File: src/rtl/csr_mtrap_file.sv
// csr_mtrap_file: M-mode CSR file with trap entry / mret sequencing, interrupt arbitration and counters.
// Latency: rdata, csr_illegal and redirect are combinational; CSR updates land at the next clk edge.
// Backpressure: none; every access, trap or mret completes in the cycle it is presented.
`timescale 1ns/1ps
module csr_mtrap_file #(
   parameter int               MXLEN     = 64,
   parameter int               HPM_NUM   = 2,
   parameter bit               VECTORED  = 1'b1,
   parameter logic [MXLEN-1:0] RESET_VEC = 'h8000_0000
) (
   input  logic                                    clk,
   input  logic                                    rst,
   input  logic [11:0]                             csr_addr,
   input  logic                                    csr_rena,
   input  logic                                    csr_wena,
   input  logic [1:0]                              csr_op,
   input  logic [MXLEN-1:0]                        csr_wdata,
   output logic [MXLEN-1:0]                        csr_rdata,
   output logic                                    csr_illegal,
   input  logic                                    instr_retire,
   input  logic [((HPM_NUM > 0) ? HPM_NUM : 1)-1:0] hpm_event,
   input  logic                                    time_irq,
   input  logic                                    soft_irq,
   input  logic                                    ext_irq,
   output logic                                    irq_pending,
   output logic [4:0]                              irq_cause,
   input  logic                                    trap_valid,
   input  logic [4:0]                              trap_cause,
   input  logic [MXLEN-1:0]                        trap_epc,
   input  logic [MXLEN-1:0]                        trap_tval,
   input  logic                                    mret,
   output logic                                    redirect_valid,
   output logic [MXLEN-1:0]                        redirect_pc
);

   localparam int HW = (HPM_NUM > 0) ? HPM_NUM : 1;
   localparam logic [1:0] CSR_RW = 2'b01;
   localparam logic [1:0] CSR_RS = 2'b10;
   localparam logic [1:0] CSR_RC = 2'b11;
   // mie keeps only MSIE/MTIE/MEIE; mcountinhibit keeps CY, IR and the implemented HPM bits
   localparam logic [MXLEN-1:0] MIE_MASK = MXLEN'(64'h888);
   localparam logic [MXLEN-1:0] INH_MASK = MXLEN'(((64'd1 << (3 + HPM_NUM)) - 64'd1) & ~64'h2);

   logic             mstatus_mie, mstatus_mpie;
   logic [MXLEN-1:0] mie_q, mcountinhibit_q, mscratch_q, mepc_q, mcause_q, mtval_q;
   logic [MXLEN-3:0] mtvec_base;
   logic [1:0]       mtvec_mode;
   logic             msip_q, mtip_q, meip_q;
   logic [MXLEN-1:0] mcycle_q, minstret_q;
   logic [MXLEN-1:0] hpm_q [HW];
   logic [MXLEN-1:0] mstatus_val, mip_val, old_val, new_val;
   logic             mapped, wr_ok;

   // Architectural views of the packed status registers
   always_comb begin
      mstatus_val        = '0;
      mstatus_val[3]     = mstatus_mie;
      mstatus_val[7]     = mstatus_mpie;
      mstatus_val[12:11] = 2'b11;
      mip_val            = '0;
      mip_val[3]         = msip_q;
      mip_val[7]         = mtip_q;
      mip_val[11]        = meip_q;
   end

   // Address decode and read mux; unmapped addresses read as zero
   always_comb begin
      mapped  = 1'b1;
      old_val = '0;
      case (csr_addr)
         12'h300: old_val = mstatus_val;
         12'h304: old_val = mie_q;
         12'h305: old_val = {mtvec_base, mtvec_mode};
         12'h320: old_val = mcountinhibit_q;
         12'h340: old_val = mscratch_q;
         12'h341: old_val = mepc_q;
         12'h342: old_val = mcause_q;
         12'h343: old_val = mtval_q;
         12'h344: old_val = mip_val;
         12'hB00, 12'hC00: old_val = mcycle_q;
         12'hB02, 12'hC02: old_val = minstret_q;
         12'hF14: old_val = '0;
         default: begin
            mapped = 1'b0;
            for (int i = 0; i < HPM_NUM; i++) begin
               if (csr_addr == 12'(12'hB03 + i) || csr_addr == 12'(12'hC03 + i)) begin
                  mapped  = 1'b1;
                  old_val = hpm_q[i];
               end
            end
         end
      endcase
   end

   // Writes to the 0xC00-0xFFF read-only quadrant are rejected like unmapped addresses
   assign csr_illegal = (csr_rena | csr_wena) & (~mapped | (csr_wena & (csr_addr[11:10] == 2'b11)));
   assign csr_rdata   = (csr_rena & ~csr_illegal) ? old_val : '0;
   // Trap and mret own the cycle; a CSR write presented alongside them is dropped
   assign wr_ok       = csr_wena & ~csr_illegal & ~trap_valid & ~mret;

   // Read-modify-write operand for the selected CSR
   always_comb begin
      case (csr_op)
         CSR_RW:  new_val = csr_wdata;
         CSR_RS:  new_val = old_val | csr_wdata;
         CSR_RC:  new_val = old_val & ~csr_wdata;
         default: new_val = csr_wdata;
      endcase
   end

   // Trap entry, mret and the writable trap-control CSRs
   always_ff @(posedge clk or negedge rst) begin
      if (!rst) begin
         mstatus_mie     <= 1'b0;
         mstatus_mpie    <= 1'b0;
         mie_q           <= '0;
         mtvec_base      <= RESET_VEC[MXLEN-1:2];
         mtvec_mode      <= RESET_VEC[1:0];
         mcountinhibit_q <= '0;
         mscratch_q      <= '0;
         mepc_q          <= '0;
         mcause_q        <= '0;
         mtval_q         <= '0;
      end else if (trap_valid) begin
         mepc_q       <= {trap_epc[MXLEN-1:2], 2'b00};
         mcause_q     <= {trap_cause[4], {(MXLEN-5){1'b0}}, trap_cause[3:0]};
         mtval_q      <= trap_tval;
         mstatus_mpie <= mstatus_mie;
         mstatus_mie  <= 1'b0;
      end else if (mret) begin
         mstatus_mie  <= mstatus_mpie;
         mstatus_mpie <= 1'b1;
      end else if (wr_ok) begin
         case (csr_addr)
            12'h300: begin
               mstatus_mie  <= new_val[3];
               mstatus_mpie <= new_val[7];
            end
            12'h304: mie_q <= new_val & MIE_MASK;
            12'h305: begin
               mtvec_base <= new_val[MXLEN-1:2];
               // Reserved modes, or vectored when not supported, leave the mode as it was
               if (new_val[1:0] == 2'b00 || (VECTORED && new_val[1:0] == 2'b01))
                  mtvec_mode <= new_val[1:0];
            end
            12'h320: mcountinhibit_q <= new_val & INH_MASK;
            12'h340: mscratch_q      <= new_val;
            12'h341: mepc_q          <= {new_val[MXLEN-1:2], 2'b00};
            12'h342: mcause_q        <= new_val;
            12'h343: mtval_q         <= new_val;
            default: ;
         endcase
      end
   end

   // mcycle / minstret: a CSR write wins over that cycle's increment
   always_ff @(posedge clk or negedge rst) begin
      if (!rst) begin
         mcycle_q   <= '0;
         minstret_q <= '0;
      end else begin
         if (wr_ok && csr_addr == 12'hB00)
            mcycle_q <= new_val;
         else if (!mcountinhibit_q[0])
            mcycle_q <= mcycle_q + MXLEN'(1);
         if (wr_ok && csr_addr == 12'hB02)
            minstret_q <= new_val;
         else if (instr_retire && !mcountinhibit_q[2])
            minstret_q <= minstret_q + MXLEN'(1);
      end
   end

   genvar g;
   generate
      for (g = 0; g < HPM_NUM; g++) begin : g_hpm
         // Event counter g, inhibited by mcountinhibit[3+g]
         always_ff @(posedge clk or negedge rst) begin
            if (!rst)
               hpm_q[g] <= '0;
            else if (wr_ok && csr_addr == 12'(12'hB03 + g))
               hpm_q[g] <= new_val;
            else if (hpm_event[g] && !mcountinhibit_q[3+g])
               hpm_q[g] <= hpm_q[g] + MXLEN'(1);
         end
      end
      if (HPM_NUM == 0) begin : g_no_hpm
         assign hpm_q[0] = '0;
      end
   endgenerate

   // Sample interrupt lines, then arbitrate MEI > MSI > MTI one cycle later
   always_ff @(posedge clk or negedge rst) begin
      if (!rst) begin
         msip_q      <= 1'b0;
         mtip_q      <= 1'b0;
         meip_q      <= 1'b0;
         irq_pending <= 1'b0;
         irq_cause   <= '0;
      end else begin
         msip_q      <= soft_irq;
         mtip_q      <= time_irq;
         meip_q      <= ext_irq;
         irq_pending <= mstatus_mie & (|(mip_val & mie_q));
         if (!mstatus_mie)
            irq_cause <= '0;
         else if (meip_q && mie_q[11])
            irq_cause <= 5'h1B;
         else if (msip_q && mie_q[3])
            irq_cause <= 5'h13;
         else if (mtip_q && mie_q[7])
            irq_cause <= 5'h17;
         else
            irq_cause <= '0;
      end
   end

   assign redirect_valid = trap_valid | mret;

   // Redirect target: vectored interrupts land at base + 4*code, everything else at base; mret at mepc
   always_comb begin
      redirect_pc = '0;
      if (trap_valid) begin
         if (mtvec_mode == 2'b01 && trap_cause[4])
            redirect_pc = {mtvec_base, 2'b00} + MXLEN'({trap_cause[3:0], 2'b00});
         else
            redirect_pc = {mtvec_base, 2'b00};
      end else if (mret) begin
         redirect_pc = mepc_q;
      end
   end

endmodule

File: config.mk
export PLATFORM = sky130hd
export DESIGN_NAME = csr_mtrap_file
export DESIGN_NICKNAME = d
export VERILOG_FILES = /design/src/rtl/csr_mtrap_file.sv
export SDC_FILE = /design/constraint.sdc
export NUM_CORES = 2
export LEC_CHECK = 0
export CORE_UTILIZATION = 44
export CTS_CLUSTER_SIZE = 30
export DETAILED_ROUTE_END_ITERATION = 10
export PLACE_DENSITY = 0.73
export SYNTH_ARGS = -nofsm -noshare
export SYNTH_HDL_FRONTEND = slang
export SYNTH_SLANG_ARGS = --single-unit
File: constraint.sdc
create_clock -name clk -period 9.5 [get_ports clk]
set_input_delay 2.85 -clock clk [delete_from_list [all_inputs] [get_ports clk]]
set_output_delay 2.85 -clock clk [all_outputs]
set_load 0.02 [all_outputs]
==> impl_metrics.yaml <==
die:
  rows: 102
  die_w_um: 282.3
  initial_core_util_pct: 44.55
  die_area_sq_mm: 0.07969
  coreArea_sq_mm: 0.07759
  ios: 359
  die_h_um: 282.3
sta:
  skew_ps: 30.72
  fin_ws_ps: 25.88
  worstMarginPinSlew_ps: 1391
  setup_viol: 0
  tns_ps: 0
  drv_slew: 0
  timing.hold.ws_ps: 480.5
  min_period_ps: 9474
  rsz0062_at_grt: "no"
  max_slew_margin_pct: 6.954
  fmax_mhz: 105.6
  finalCritPeriodShare_pct: 99.73
  hold_viol: 0
routing:
  drcViolationCount: 0
  viasPerCell: 6.492
  ant_nets: 0
  drt_iter0_markers: 5049
  drt-pass1-iter-count: 7
  wl_per_cell_um: 28.11
  wirelength_mm: 149.1
  vias: 34430
synth:
  syn_avg_cell_area_sq_um: 8.826
  synth_seq_area_share_pct: 42.64
  netlist_instances: 3917
  synth_top_cell_by_area: "dfrtp_1"
  ys_types: 87
  ys_ff_latch: 589
  yosys_warnings: 0
  ys_top_cells_by_count: "dfrtp_1, nor2_1, nand2_1"
  yosys_most_used_dff: "dfrtp_1"
  synth_top_area_share_pct: 42.56
  synth_edf_count: 0
  syn-cell-area_sq_mm: 0.03457
  async_reset_ff_share_pct: 100.0
  synth.area.top_cells: "dfrtp_1, xnor2_1, a21oi_1"
  synthMostInstantiatedCell: "dfrtp_1"
setup_path:
  crit_family: "buffers and inverters"
  startpoint_type: "primary input"
  worstSetupPathType: "in2out"
  path_cells: "clkdlybuf4s50_1, nand3b_1, or4b_1, nor2_1, nand4_1, buf_4, nor4_1, buf_4, xnor2_1, o21ai_0, buf_4, clkdlybuf4s50_1"
  critPathSlowestCell: "clkdlybuf4s50_1"
  slowest_delay_ps: 680
  worstPathMaxFanout: 7
  crit_path_end: "redirect_pc[63]"
  cp.required_ps: 6650
  r2r_cells: 7
  cp_common_cell: "buf_4"
  rr_endpoint: "hpm_q[47]"
  crit_cells: 12
  path_buf_inv: 5
  worstSetupStartpoint: "trap_cause[4]"
  r2r-start: "mcountinhibit_q[4]"
  worstPathArrival_ps: 6620
  crit_path_end_kind: "output port"
  r2r_slack_ps: 5560
clock_tree:
  clock_path_buffers: 3
  numCtsBuffers: 69
  h-tree-depth: 3
  clock-sinks: 589
  cts_tree: "built"
  insertion_delay_ps: 640
  cts-root-buf: "clkbuf_16"
  postCtsHoldBufs: 0
  clk_pin_slew_worst_paths_ps: 60
  post_cts_buffers: 0
placement:
  hpwlAfterDp_mm: 106.1
  io_buffers: 354
  place_ws_ps: -70.48
  dpl.cell_count: 5173
  place_congestion: 1.005
power_and_ir_drop:
  switching_power_w: 0.001756
  power_density_mw_per_mm2: 149.2
  p_seq_share_pct: 43.5
  p_leak_nw: 16.55
  p_int_w: 0.004540
  p_comb_share_pct: 12.3
  ir_drop_mv: 0.1106
  switching_share_pct: 27.89
  clockPowerShare_pct: 44.2
finish:
  drive_gt1_share_pct: 8.734
  num-nets-final: 4436
  area_growth_pct: 22.06
  fin_cells: 5304
global_route:
  antenna_found_initial: 11
  grt_max_degree: 171
  grt_usage_pct: 36.82
  first_global_vias: 31910
  overflow: 0
  grt_pass1_wl_mm: 214.8
job:
  cap_violations: 0
worst_hold_path:
  hold_class: "reg2reg"
run_status:
  status: "complete, no violations"
worst min-delay path, delay by kind of cell, from the launching register on:
family	cells	cell delay [ps]
AOI/OAI and AO/OA	1	60
and+or+nand+nor	1	50
DFF	1	340
registers in the layout, indices dropped and copies added, names as in the netlist, 2 cells and up:
name and count:
minstret_q 64, mscratch_q 64, hpm_q 128, mcountinhibit_q 4, mtval_q 64, mtvec_base 62, mepc_q 62, mcause_q 64
mtvec_mode 2, irq_cause 3, mie_q 3, mcycle_q 64
area by class of cell:
cell class,count,area (sq um)
Antenna cell,5,12.51
Clock buffer,100,1963
Clock inverter,26,369.1
Fill cell,7084,35400
Inverter,48,182.7
Multi-Input combinational cell,2984,18590
Sequential cell,589,14740
Tap cell,1040,1301
Timing Repair Buffer,512,5035
metrics by stage:
stage	util, %	instance area [sq um]	total power (W)
floorplan	-	34570	0.003127
global placement	51.34	39830	0.003513
detailed placement	51.34	39830	0.003529
CTS	54.34	42170	0.006271
global route	54.38	42190	0.006457
finish	54.38	42200	0.006296
logic make-up after synthesis:
family,Yosys count,share of synthesized area [%]
buffers and inverters,345,4.043
AND/OR/NAND/NOR,1384,19.29
AO/OA/AOI/OAI,1144,21.19
multiplexers,136,4.651
adder cells (fa/ha/maj),9,0.3475
other,1,0.01085
XOR/XNOR,309,7.828
flip-flops,589,42.64
worst min path at each step:
stage / slack [ps] / end / depth (start not counted) / from
2_1_floorplan: 450 / mscratch_q[51] / 2 / mscratch_q[51]
3_3_place_gp: 460 / mscratch_q[52] / 2 / mscratch_q[52]
3_5_place_dp: 470 / mscratch_q[14] / 2 / mscratch_q[14]
4_1_cts: 480 / mscratch_q[16] / 2 / mscratch_q[16]
5_1_grt: 500 / mscratch_q[45] / 2 / mscratch_q[45]
6_report: 480 / mscratch_q[44] / 2 / mscratch_q[44]
layout by cell type, fill, tap and decap left out, drive strengths merged, types with 8 or more instances in the layout:
| cell type | synthesis | routed |
|---|---|---|
| a2111oi | 11 | 11 |
| dlymetal6s2s | 0 | 8 |
| o21ai | 284 | 284 |
| or4 | 8 | 8 |
| or3 | 9 | 9 |
| a22oi | 175 | 175 |
| clkinv | 1 | 11 |
| clkdlybuf4s50 | 0 | 331 |
| o211a | 8 | 8 |
| mux2 | 17 | 17 |
| a22o | 54 | 54 |
| nand2 | 368 | 368 |
| dfrtp | 588 | 588 |
| and4 | 35 | 35 |
| clkbuf | 226 | 100 |
| nor4 | 26 | 26 |
| nor2 | 415 | 415 |
| a2bb2oi | 9 | 9 |
| and3 | 90 | 90 |
| ha | 8 | 8 |
| a221o | 12 | 12 |
| mux4 | 18 | 18 |
| o211ai | 8 | 8 |
| xor2 | 112 | 112 |
| xnor2 | 197 | 197 |
| a21oi | 333 | 333 |
| o31a | 26 | 26 |
| a221oi | 17 | 17 |
| mux2i | 101 | 101 |
| nor2b | 46 | 46 |
| o22ai | 76 | 76 |
| o21a | 10 | 10 |
| a222oi | 10 | 10 |
| nor3 | 87 | 87 |
| a211oi | 81 | 81 |
| nand3 | 148 | 148 |
| and2 | 20 | 20 |
| buf | 71 | 172 |
| nand4 | 83 | 83 |
| inv | 47 | 53 |
per-layer routing:
layer	wire (um)	vias up	track usage [%]
met5	48	-	0
met4	9891	8	21.47
met3	18400	469	9.044
met2	63440	2353	53.66
met1	57320	16800	49.63
li1	-	14810	-
repair_timing:
item / CTS / global route
setup endpoints to repair: 2 / 8
gates resized for setup: 2 / 8
gates cloned: 0 / 0
power groups by stage:
stage	Combinational [W]	Clock [W]	Sequential (W)
2_1_floorplan	0.000394	0	0.00273
3_3_place_gp	0.000741	0	0.00277
3_5_place_dp	0.000752	0	0.00278
4_1_cts	0.000758	0.00278	0.00273
5_1_grt	0.000824	0.00288	0.00275
6_report	0.000774	0.00278	0.00274
Power figures use the tool's default switching activity.
